### src/rtl/sd_loader.sv
// Sudoku puzzle screener: buffers an 81-cell puzzle, checks digit range, blank count and
// row/column/box duplicates, then either replays the puzzle or pulses a reject code.
module sd_loader (
    input  logic       clk,
    input  logic       rst_n,
    input  logic       in_valid,
    input  logic [3:0] in,
    output logic       out_valid,
    output logic [3:0] out,
    output logic       reject,
    output logic [1:0] reason,
    output logic       busy
);

    localparam logic [6:0] LastCell   = 7'd80;
    localparam logic [6:0] NumCells   = 7'd81;
    localparam logic [6:0] WantBlanks = 7'd15;

    typedef enum logic [1:0] {StIdle, StLoad, StCheck, StSend} state_e;

    state_e     state_q, state_d;
    logic [6:0] cnt_q, cnt_d;       // index of the most recently stored cell
    logic [6:0] blank_q, blank_d;
    logic       big_q, big_d;
    logic       dup_q, dup_d;
    logic [3:0] digit_q, digit_d;
    logic [6:0] send_q, send_d;

    logic       out_valid_q, out_valid_d;
    logic [3:0] out_q, out_d;
    logic       reject_q, reject_d;
    logic [1:0] reason_q, reason_d;

    logic [3:0] cells_q [81];
    logic       wr_en;
    logic [6:0] wr_addr;
    logic [6:0] rd_addr;
    logic [3:0] rd_data;
    logic       hit;
    logic       dup_all;
    logic [8:0] row_seen, col_seen, box_seen;

    // Puzzle buffer carries no reset; contents are always rewritten before use.
    always_ff @(posedge clk) begin
        if (wr_en) begin
            cells_q[wr_addr] <= in;
        end
    end

    assign rd_addr = (state_q == StSend && send_q <= LastCell) ? send_q : 7'd0;
    assign rd_data = cells_q[rd_addr];

    // A cell repeats digit_q if an earlier cell in the same row, column or box already held it.
    always_comb begin
        row_seen = '0;
        col_seen = '0;
        box_seen = '0;
        hit      = 1'b0;
        for (int i = 0; i < 81; i++) begin
            if (cells_q[i] == digit_q) begin
                if (row_seen[i / 9] || col_seen[i % 9] || box_seen[3 * (i / 27) + (i % 9) / 3]) begin
                    hit = 1'b1;
                end
                row_seen[i / 9]                    = 1'b1;
                col_seen[i % 9]                    = 1'b1;
                box_seen[3 * (i / 27) + (i % 9) / 3] = 1'b1;
            end
        end
    end

    assign dup_all = dup_q | hit;

    always_comb begin
        state_d     = state_q;
        cnt_d       = cnt_q;
        blank_d     = blank_q;
        big_d       = big_q;
        dup_d       = dup_q;
        digit_d     = digit_q;
        send_d      = send_q;
        out_valid_d = 1'b0;
        out_d       = 4'd0;
        reject_d    = 1'b0;
        reason_d    = 2'd0;
        wr_en       = 1'b0;
        wr_addr     = cnt_q + 7'd1;

        unique case (state_q)
            StIdle: begin
                if (in_valid) begin
                    wr_en   = 1'b1;
                    wr_addr = 7'd0;
                    cnt_d   = 7'd0;
                    blank_d = {6'd0, (in == 4'd0)};
                    big_d   = (in > 4'd9);
                    dup_d   = 1'b0;
                    state_d = StLoad;
                end
            end
            StLoad: begin
                // Once cell 80 is in, the next cycle leaves for CHECK regardless of in_valid.
                if (cnt_q == LastCell) begin
                    digit_d = 4'd1;
                    state_d = StCheck;
                end else if (in_valid) begin
                    wr_en   = 1'b1;
                    cnt_d   = cnt_q + 7'd1;
                    blank_d = blank_q + {6'd0, (in == 4'd0)};
                    big_d   = big_q | (in > 4'd9);
                end else begin
                    reject_d = 1'b1;
                    reason_d = 2'd0;
                    state_d  = StIdle;
                end
            end
            StCheck: begin
                dup_d = dup_all;
                if (digit_q == 4'd9) begin
                    if (big_q) begin
                        reject_d = 1'b1;
                        reason_d = 2'd1;
                        state_d  = StIdle;
                    end else if (blank_q != WantBlanks) begin
                        reject_d = 1'b1;
                        reason_d = 2'd2;
                        state_d  = StIdle;
                    end else if (dup_all) begin
                        reject_d = 1'b1;
                        reason_d = 2'd3;
                        state_d  = StIdle;
                    end else begin
                        out_valid_d = 1'b1;
                        out_d       = rd_data;
                        send_d      = 7'd1;
                        state_d     = StSend;
                    end
                end else begin
                    digit_d = digit_q + 4'd1;
                end
            end
            StSend: begin
                if (send_q == NumCells) begin
                    state_d = StIdle;
                end else begin
                    out_valid_d = 1'b1;
                    out_d       = rd_data;
                    send_d      = send_q + 7'd1;
                end
            end
            default: begin
                state_d = StIdle;
            end
        endcase
    end

    always_ff @(posedge clk) begin
        if (!rst_n) begin
            state_q     <= StIdle;
            cnt_q       <= 7'd0;
            blank_q     <= 7'd0;
            big_q       <= 1'b0;
            dup_q       <= 1'b0;
            digit_q     <= 4'd0;
            send_q      <= 7'd0;
            out_valid_q <= 1'b0;
            out_q       <= 4'd0;
            reject_q    <= 1'b0;
            reason_q    <= 2'd0;
        end else begin
            state_q     <= state_d;
            cnt_q       <= cnt_d;
            blank_q     <= blank_d;
            big_q       <= big_d;
            dup_q       <= dup_d;
            digit_q     <= digit_d;
            send_q      <= send_d;
            out_valid_q <= out_valid_d;
            out_q       <= out_d;
            reject_q    <= reject_d;
            reason_q    <= reason_d;
        end
    end

    assign out_valid = out_valid_q;
    assign out       = out_q;
    assign reject    = reject_q;
    assign reason    = reason_q;
    assign busy      = (state_q != StIdle);

endmodule

### config.mk
export PLATFORM = sky130hd
export DESIGN_NAME = sd_loader
export DESIGN_NICKNAME = d
export VERILOG_FILES = /design/src/rtl/sd_loader.sv
export SDC_FILE = /design/constraint.sdc
export NUM_CORES = 1
export LEC_CHECK = 0
export CELL_PAD_IN_SITES_DETAIL_PLACEMENT = 0
export CELL_PAD_IN_SITES_GLOBAL_PLACEMENT = 2
export CORE_MARGIN = 3
export CORE_UTILIZATION = 47
export CTS_BUF_LIST = sky130_fd_sc_hd__clkbuf_16
export DETAILED_ROUTE_END_ITERATION = 16
export PLACE_DENSITY_LB_ADDON = 0.2
export SETUP_SLACK_MARGIN = 0.1
export SYNTH_ARGS = -nofsm -noshare
export SYNTH_HDL_FRONTEND = slang
export SYNTH_SLANG_ARGS = --single-unit
export TNS_END_PERCENT = 5
### constraint.sdc
create_clock -name clk -period 7.02 [get_ports clk]
set_input_delay 1.053 -clock clk [delete_from_list [all_inputs] [get_ports clk]]
set_output_delay 1.053 -clock clk [all_outputs]
set_load 0.1 [all_outputs]
# == Word-level counts from Yosys, hierarchy flattened ==
# Memory sizes are Yosys's and may differ from the RTL's.
# Index checks and enable logic that the tools add are counted.
# classes
addsub,4
n_lt_le_gt_ge,2
n_eq_ne,100
n_mux,426
n_bitwise,5
n_reduce_logical,149
# ops
cell,count
two-way mux 1 bit,384
equality test 4 bit,81
logical OR 1 bit,134
two-way mux 7 bit,14
case mux 7 bit (2 select lines),3
two-way mux 4 bit,7
two-way mux 2 bit,10
inequality test 2 bit (second input constant),10
case mux 4 bit (2 select lines),2
adder 7 x 1 -> 7 bit (second input constant),2
equality test 7 bit (second input constant),2
case mux 1 bit (2 select lines),5
nonzero test 2 bit,5
case mux 2 bit (4 select lines),1
AND reduction 4 bit,2
adder 7 x 1 -> 7 bit,1
less-or-equal comparator 7 bit (second input constant),1
inequality test 7 x 4 -> 1 bit (second input constant),1
AND reduction 3 bit,2
AND reduction 6 bit,1
adder 4 x 1 -> 4 bit (second input constant),1
equality test 2 bit (second input constant),2
equality test 4 bit (second input constant),1
greater-than comparator 4 bit (second input constant),1
other kinds (10),13
# word_totals
ff_bits,37
ram_bits,324
inputBits,7
output_inout_bits,9
word_cells,699
n_memories,1
# mem_list
name,words,width,read_ports,rd_ports_with_merged_regs,wr,line,text
cells_q,81,4,82,0,1,34,logic [3:0] cells_q [81];

# == Logic depth before layout (Yosys ltp) ==
# An unclocked memory read counts as a cell.
# depth
word_depth,169
mapped_depth,19
depth_no_buf,13

# == Worst setup path before layout ==
# OpenSTA, ideal clock, no wires.
# synth_path
kind,register to register
from,register send_q[0]
to,register out_q[0] (netlist: out[0])
setup_ps,120
t_arrival_ps,3719
required_time_ps,6900
path_slack_ps,3182
path_stages_with_launch,18
path_buffers,6
period_less_slack_ps,3838
cell_sequence,dfxtp_1 > clkbuf_1 > clkbuf_1 > clkbuf_1 > inv_1 > ha_1 > nor3b_1 > o21ai_0 > a21oi_1 > clkbuf_1 > nand2_1 > clkbuf_1 > clkbuf_1 > mux2i_1 > o221ai_1 > a221oi_1 > o22ai_1 > o31a_1
# synth_between
elab_chain_len,9
word_cells_on_any_way,11
classes_between,1 x order compare; 1 x eq/ne; 7 x mux; 1 x reduce/logical; 1 x memory
# synth_rtl
item,line,text
from (decl),27,"logic [6:0] send_q, send_d;"
from (signal assigned),176,send_q <= send_d;
less-or-equal comparator 7 bit,50,assign rd_addr = (state_q == StSend && send_q <= LastCell) ? send_q : 7'd0;
logical AND 1 bit,50,
two-way mux 7 bit,50,
memory (81 x 4 bit),-,
two-way mux 4 bit,127,end else if (dup_all) begin
two-way mux 4 bit,123,end else if (blank_q != WantBlanks) begin
two-way mux 4 bit,119,if (big_q) begin
two-way mux 4 bit,118,if (digit_q == 4'd9) begin
case mux 4 bit (2 select lines) *,88,unique case (state_q)
to (signal assigned),178,out_q <= out_d;
to (decl),30,"logic [3:0] out_q, out_d;"
# Every way passes the cells marked *; elsewhere a longest branch is shown, timed or not.
# A chain may end at the register's enable or synchronous reset.

# == Worst setup path after layout ==
# layout_path
from,register digit_q[2]
to,register send_q[3]
# layout_between
elab_chain_len,165
word_cells_on_any_way,584
classes_between,84 x eq/ne; 364 x mux; 1 x bitwise; 135 x reduce/logical
# layout_rtl
item,line,text
from (decl),26,"logic [3:0] digit_q, digit_d;"
from (signal assigned),175,digit_q <= digit_d;
equality test 4 bit,60,if (cells_q[i] == digit_q) begin
two-way mux 1 bit,60,
two-way mux 1 bit,61,if (row_seen[i / 9] || col_seen[i % 9] || box_seen[3 * (i / 27) + (i % 9) / 3]) begin
two-way mux 1 bit,60,
two-way mux 1 bit,61,
two-way mux 1 bit,60,
two-way mux 1 bit,61,
two-way mux 1 bit,60,
[... 149 more ...],-,
two-way mux 1 bit,60,
two-way mux 1 bit,61,
two-way mux 1 bit,60,
two-way mux 1 bit,61,
two-way mux 1 bit,60,
OR 1 bit,71,assign dup_all = dup_q | hit;
inequality test 2 bit (no source line),-,
AND reduction 6 bit (no source line) *,-,
# Marks and branches as above.

==> impl_table.tex <==
\begin{tabular}{lr}
\hline
Metric & Value \\
\hline
\multicolumn{2}{l}{\textbf{Setup path}} \\
\quad Type of element launching the critical path & register \\
\quad Top fanout value on the critical path & 49 \\
\quad Category of the most critical setup path & reg -> reg \\
\quad Required time of the critical path & between 7 and 8 ns \\
\quad Arrival time at the worst endpoint & approximately 6.0 ns \\
\quad Reg-to-reg setup timing slack & roughly 1.5 ns \\
\quad Critical Path End Type & register \\
\multicolumn{2}{l}{\textbf{Routing}} \\
\quad Final Routed Wirelength & $\sim$74000 um \\
\quad Average vias per placed instance & 6.30 \\
\quad Final routed wire length divided by cell count & 28.0 um \\
\quad Via count & roughly 17000 \\
\quad Drc violations & 0 \\
\quad Residual antenna-violating net count after detailed routing & 1 \\
\quad Detailed Routing Iterations Pass 1 & 10 \\
\quad DRT iter0 DRCs & 1870 \\
\multicolumn{2}{l}{\textbf{Yosys}} \\
\quad Combined area of all synthesized cells & between 20000 and 25000 um\^{}2 \\
\quad Ranking of synthesized cells by area & sky130\_fd\_sc\_hd\_\_edfxtp\_1 (51\%), sky130\_fd\_sc\_hd\_\_xor2\_1 (11\%), sky130\_fd\_sc\_hd\_\_nand2\_1 (4.0\%) \\
\quad Number of synthesized flops with an enable pin & approximately 380 \\
\quad Count of synthesis-stage warnings from yosys & 0 \\
\quad Library cells used by synthesis & 76 \\
\quad Number of nets in the synthesized netlist & 1994 \\
\quad Synth area leader & sky130\_fd\_sc\_hd\_\_edfxtp\_1 \\
\quad Most used flip-flop cell after synthesis & sky130\_fd\_sc\_hd\_\_edfxtp\_1 \\
\quad Yosys top cell area share & 51.5\% \\
\quad \#FFs+latches synth & around 420 \\
\quad Number of standard cells after synthesis & 1974 \\
\quad Avg Inst Size Synth & 11.4 um\^{}2 \\
\quad Async set or reset register ratio after synthesis & 0\% \\
\quad Post-synthesis sequential area ratio & 54.8\% \\
\multicolumn{2}{l}{\textbf{Outcome}} \\
\quad Violations in the final reports & antenna violations \\
\quad Outcome & finished with violations \\
\multicolumn{2}{l}{\textbf{Global routing}} \\
\quad Initial antenna violation count & 0 \\
\quad Wire length of the first global-routing pass & $\sim$110000 um \\
\quad GRT Resource Usage Total & 29.0\% \\
\quad Maximum number of pins on one net before global-route repair & between 70 and 80 \\
\quad Vias in the first global route & 16100 \\
\quad Final global-route overflow total & 0 \\
\multicolumn{2}{l}{\textbf{Floorplan}} \\
\quad Placeable core region & roughly 47000 um\^{}2 \\
\quad Die area & between 50000 and 60000 um\^{}2 \\
\quad Width of the chip & 224 um \\
\quad Starting density of the core & between 40\% and 50\% \\
\quad Io pins & 16 \\
\quad Height of the die & 224 um \\
\quad Number of core rows & 79 \\
\multicolumn{2}{l}{\textbf{Power and ir drop}} \\
\quad Cell Pwr Density & around 240 nW/um\^{}2 \\
\quad Static power due to leakage & slightly above 9 nW \\
\quad Peak VDD IR & between 0.0002 and 0.0003 V \\
\multicolumn{2}{l}{\textbf{Flow run}} \\
\quad \# Max-Cap Violations & 0 \\
\multicolumn{2}{l}{\textbf{Timing}} \\
\quad Least-Margin Pin Slew & roughly 1.3 ns \\
\quad Min Tclk post-route & 5.49 ns \\
\quad Final period util & between 70 and 80\% \\
\quad Slew margin rel. & roughly 16\% \\
\quad Final Hold Fails & 0 \\
\quad Final slew viol count & 0 \\
\quad Setup repair after global routing missed its margin & false \\
\quad Final TNS setup & 0 ns \\
\quad Highest achievable clock rate & about 0.18 GHz \\
\quad Final setup skew & $\sim$0.022 ns \\
\quad Count of final setup violators & 0 \\
\multicolumn{2}{l}{\textbf{Final layout}} \\
\quad Number of nets in the finished design & 2014 \\
\quad Layout area overhead & 10.1\% \\
\quad Fraction of final layout cells sized beyond drive strength 1 & 9.21\% \\
\quad Commonest non-fill, non-tap cell in the layout & sky130\_fd\_sc\_hd\_\_edfxtp\_1 \\
\quad Filler cell count in the final layout & roughly 4200 \\
\quad Most frequent cells in the layout & sky130\_fd\_sc\_hd\_\_edfxtp\_1 (384), sky130\_fd\_sc\_hd\_\_xor2\_1 (273), sky130\_fd\_sc\_hd\_\_nand2\_1 (238) \\
\quad Number of standard cells in the layout, taps in and fillers out & between 2000 and 3000 \\
\multicolumn{2}{l}{\textbf{CTS}} \\
\quad Count of H-tree levels built during CTS & 2 \\
\quad Worst-case clock buffer depth & 3 \\
\quad Skew-Pair Late Insertion Delay & roughly 0.59 ns \\
\quad Clock slew at reported path FFs & around 0.060 ns \\
\quad Post-cts hold buffer count & 0 \\
\quad Total CTS buffers & between 40 and 50 \\
\quad CTS sink count & roughly 420 \\
\quad \# Post-CTS Setup Buffers & 0 \\
\quad Clock root buffer & sky130\_fd\_sc\_hd\_\_clkbuf\_16 \\
\quad \# resized after CTS & 0 \\
\quad CTS tree & built \\
\multicolumn{2}{l}{\textbf{Placement}} \\
\quad RePlAce Congestion & approximately 1 \\
\quad Count of input and output buffers & 15 \\
\quad \# placed instances & 2553 \\
\quad Detailed placement HPWL & about 50000 um \\
\multicolumn{2}{l}{\textbf{Hold path}} \\
\quad Hold WC Path Type & reg -> reg \\
\hline
\end{tabular}
==> cells in the mapped netlist, drive strengths merged, types with 15 or more instances <==
cell	n
a311oi	25
buf	49
nand2	239
mux2i	38
nand3	30
edfxtp	384
nor4	91
clkbuf	70
a31oi	15
xnor2	62
xor2	273
nand4	38
a221oi	73
dfxtp	37
o21ai	57
and3	25
inv	24
nor2	175
nor3	36
a21oi	56
==> final cells by class <==
| type | count | area (um^2) | area share [%] |
|---|---|---|---|
| inverters | 24 | 90.1 | 0.365 |
| clock inverters | 37 | 239 | 0.968 |
| well taps | 607 | 759 | 3.08 |
| multi-input cells | 1410 | 9380 | 38.0 |
| repair buffers | 91 | 736 | 2.98 |
| diodes | 5 | 12.5 | 0.0507 |
| flip-flops and latches | 421 | 12300 | 49.8 |
| clock buffers | 47 | 1180 | 4.77 |
==> path summary, 6_finish.rpt <==
path / start / end / cells after the start
max: digit_q[2] / send_q[3] / 13
min: big_q / reason[1] / 1
min reg2reg: big_q / reason[1] / 1
max reg2reg: digit_q[2] / send_q[3] / 13
==> flip-flops by register name (all words and copies together), names as in the netlist <==
name / count
out_valid: 1
cnt_q: 7
big_q: 1
digit_q: 4
send_q: 7
cells_q: 384
reject: 1
reason: 2
blank_q: 7
state_q: 2
dup_q: 1
out: 4
==> kinds of logic (layout without fill, tap and decap cells) <==
family	Yosys count	after routing	share of synthesized area, %
muxes	41	41	1.85
adders and majority gates	15	15	0.815
and+or+nand+nor	691	691	15.1
xor gates and xnor gates	335	335	13.1
DFF	421	421	54.8
AOI/OAI and AO/OA	328	328	10.7
other	0	5	0
buffers and inverters	143	199	3.63
==> per-layer routing <==
metal	vias to the layer above	routed length (um)	global-route usage, %	share of wire [%]
met5	-	0	0	0
met2	761	34300	46.5	46
met4	0	2040	8.24	2.7
met1	8290	31600	40.8	43
li1	7475	-	-	-
met3	106	6050	5.30	8.2
==> critical path, cell delays in order, from the launching register on <==
cell and delay [ns]:
sky130_fd_sc_hd__dfxtp_4 0.98, sky130_fd_sc_hd__buf_4 0.52, sky130_fd_sc_hd__xor2_1 0.19, sky130_fd_sc_hd__nor4_1 0.09, sky130_fd_sc_hd__buf_4 0.17, sky130_fd_sc_hd__nor4_1 0.77
sky130_fd_sc_hd__nand3b_1 0.14, sky130_fd_sc_hd__a222oi_1 0.39, sky130_fd_sc_hd__nand4_1 0.15, sky130_fd_sc_hd__or4_4 0.59, sky130_fd_sc_hd__nand3b_1 0.19, sky130_fd_sc_hd__o22ai_1 0.67
sky130_fd_sc_hd__nand4_1 0.19, sky130_fd_sc_hd__mux2_2 0.30
==> power breakdown <==
group / leakage [nW] / internal, mW / switching [mW] / total (mW)
combinational: 4.62 / 0.265 / 0.565 / 0.830
sequential: 3.76 / 2.76 / 0.0723 / 2.83
clock: 0.739 / 1.29 / 0.985 / 2.27
==> through the flow <==
| stage | instance area (um^2) | util (%) | power [mW] | worst slack (ns) | hold slack [ns] |
|---|---|---|---|---|---|
| after CTS | 24700 | 52.7 | 5.96 | 1.61 | 0.448 |
| after floorplan | 22400 | - | 3.43 | 3.18 | 0.422 |
| after detailed placement | 23300 | 49.6 | 3.70 | 1.65 | 0.435 |
| after global routing | 24700 | 52.7 | 6.15 | 1.22 | 0.489 |
| after global placement | 23300 | 49.6 | 3.71 | 1.67 | 0.442 |
| final | 24700 | 52.7 | 5.93 | 1.53 | 0.454 |
(Power assumes the default switching activity.)
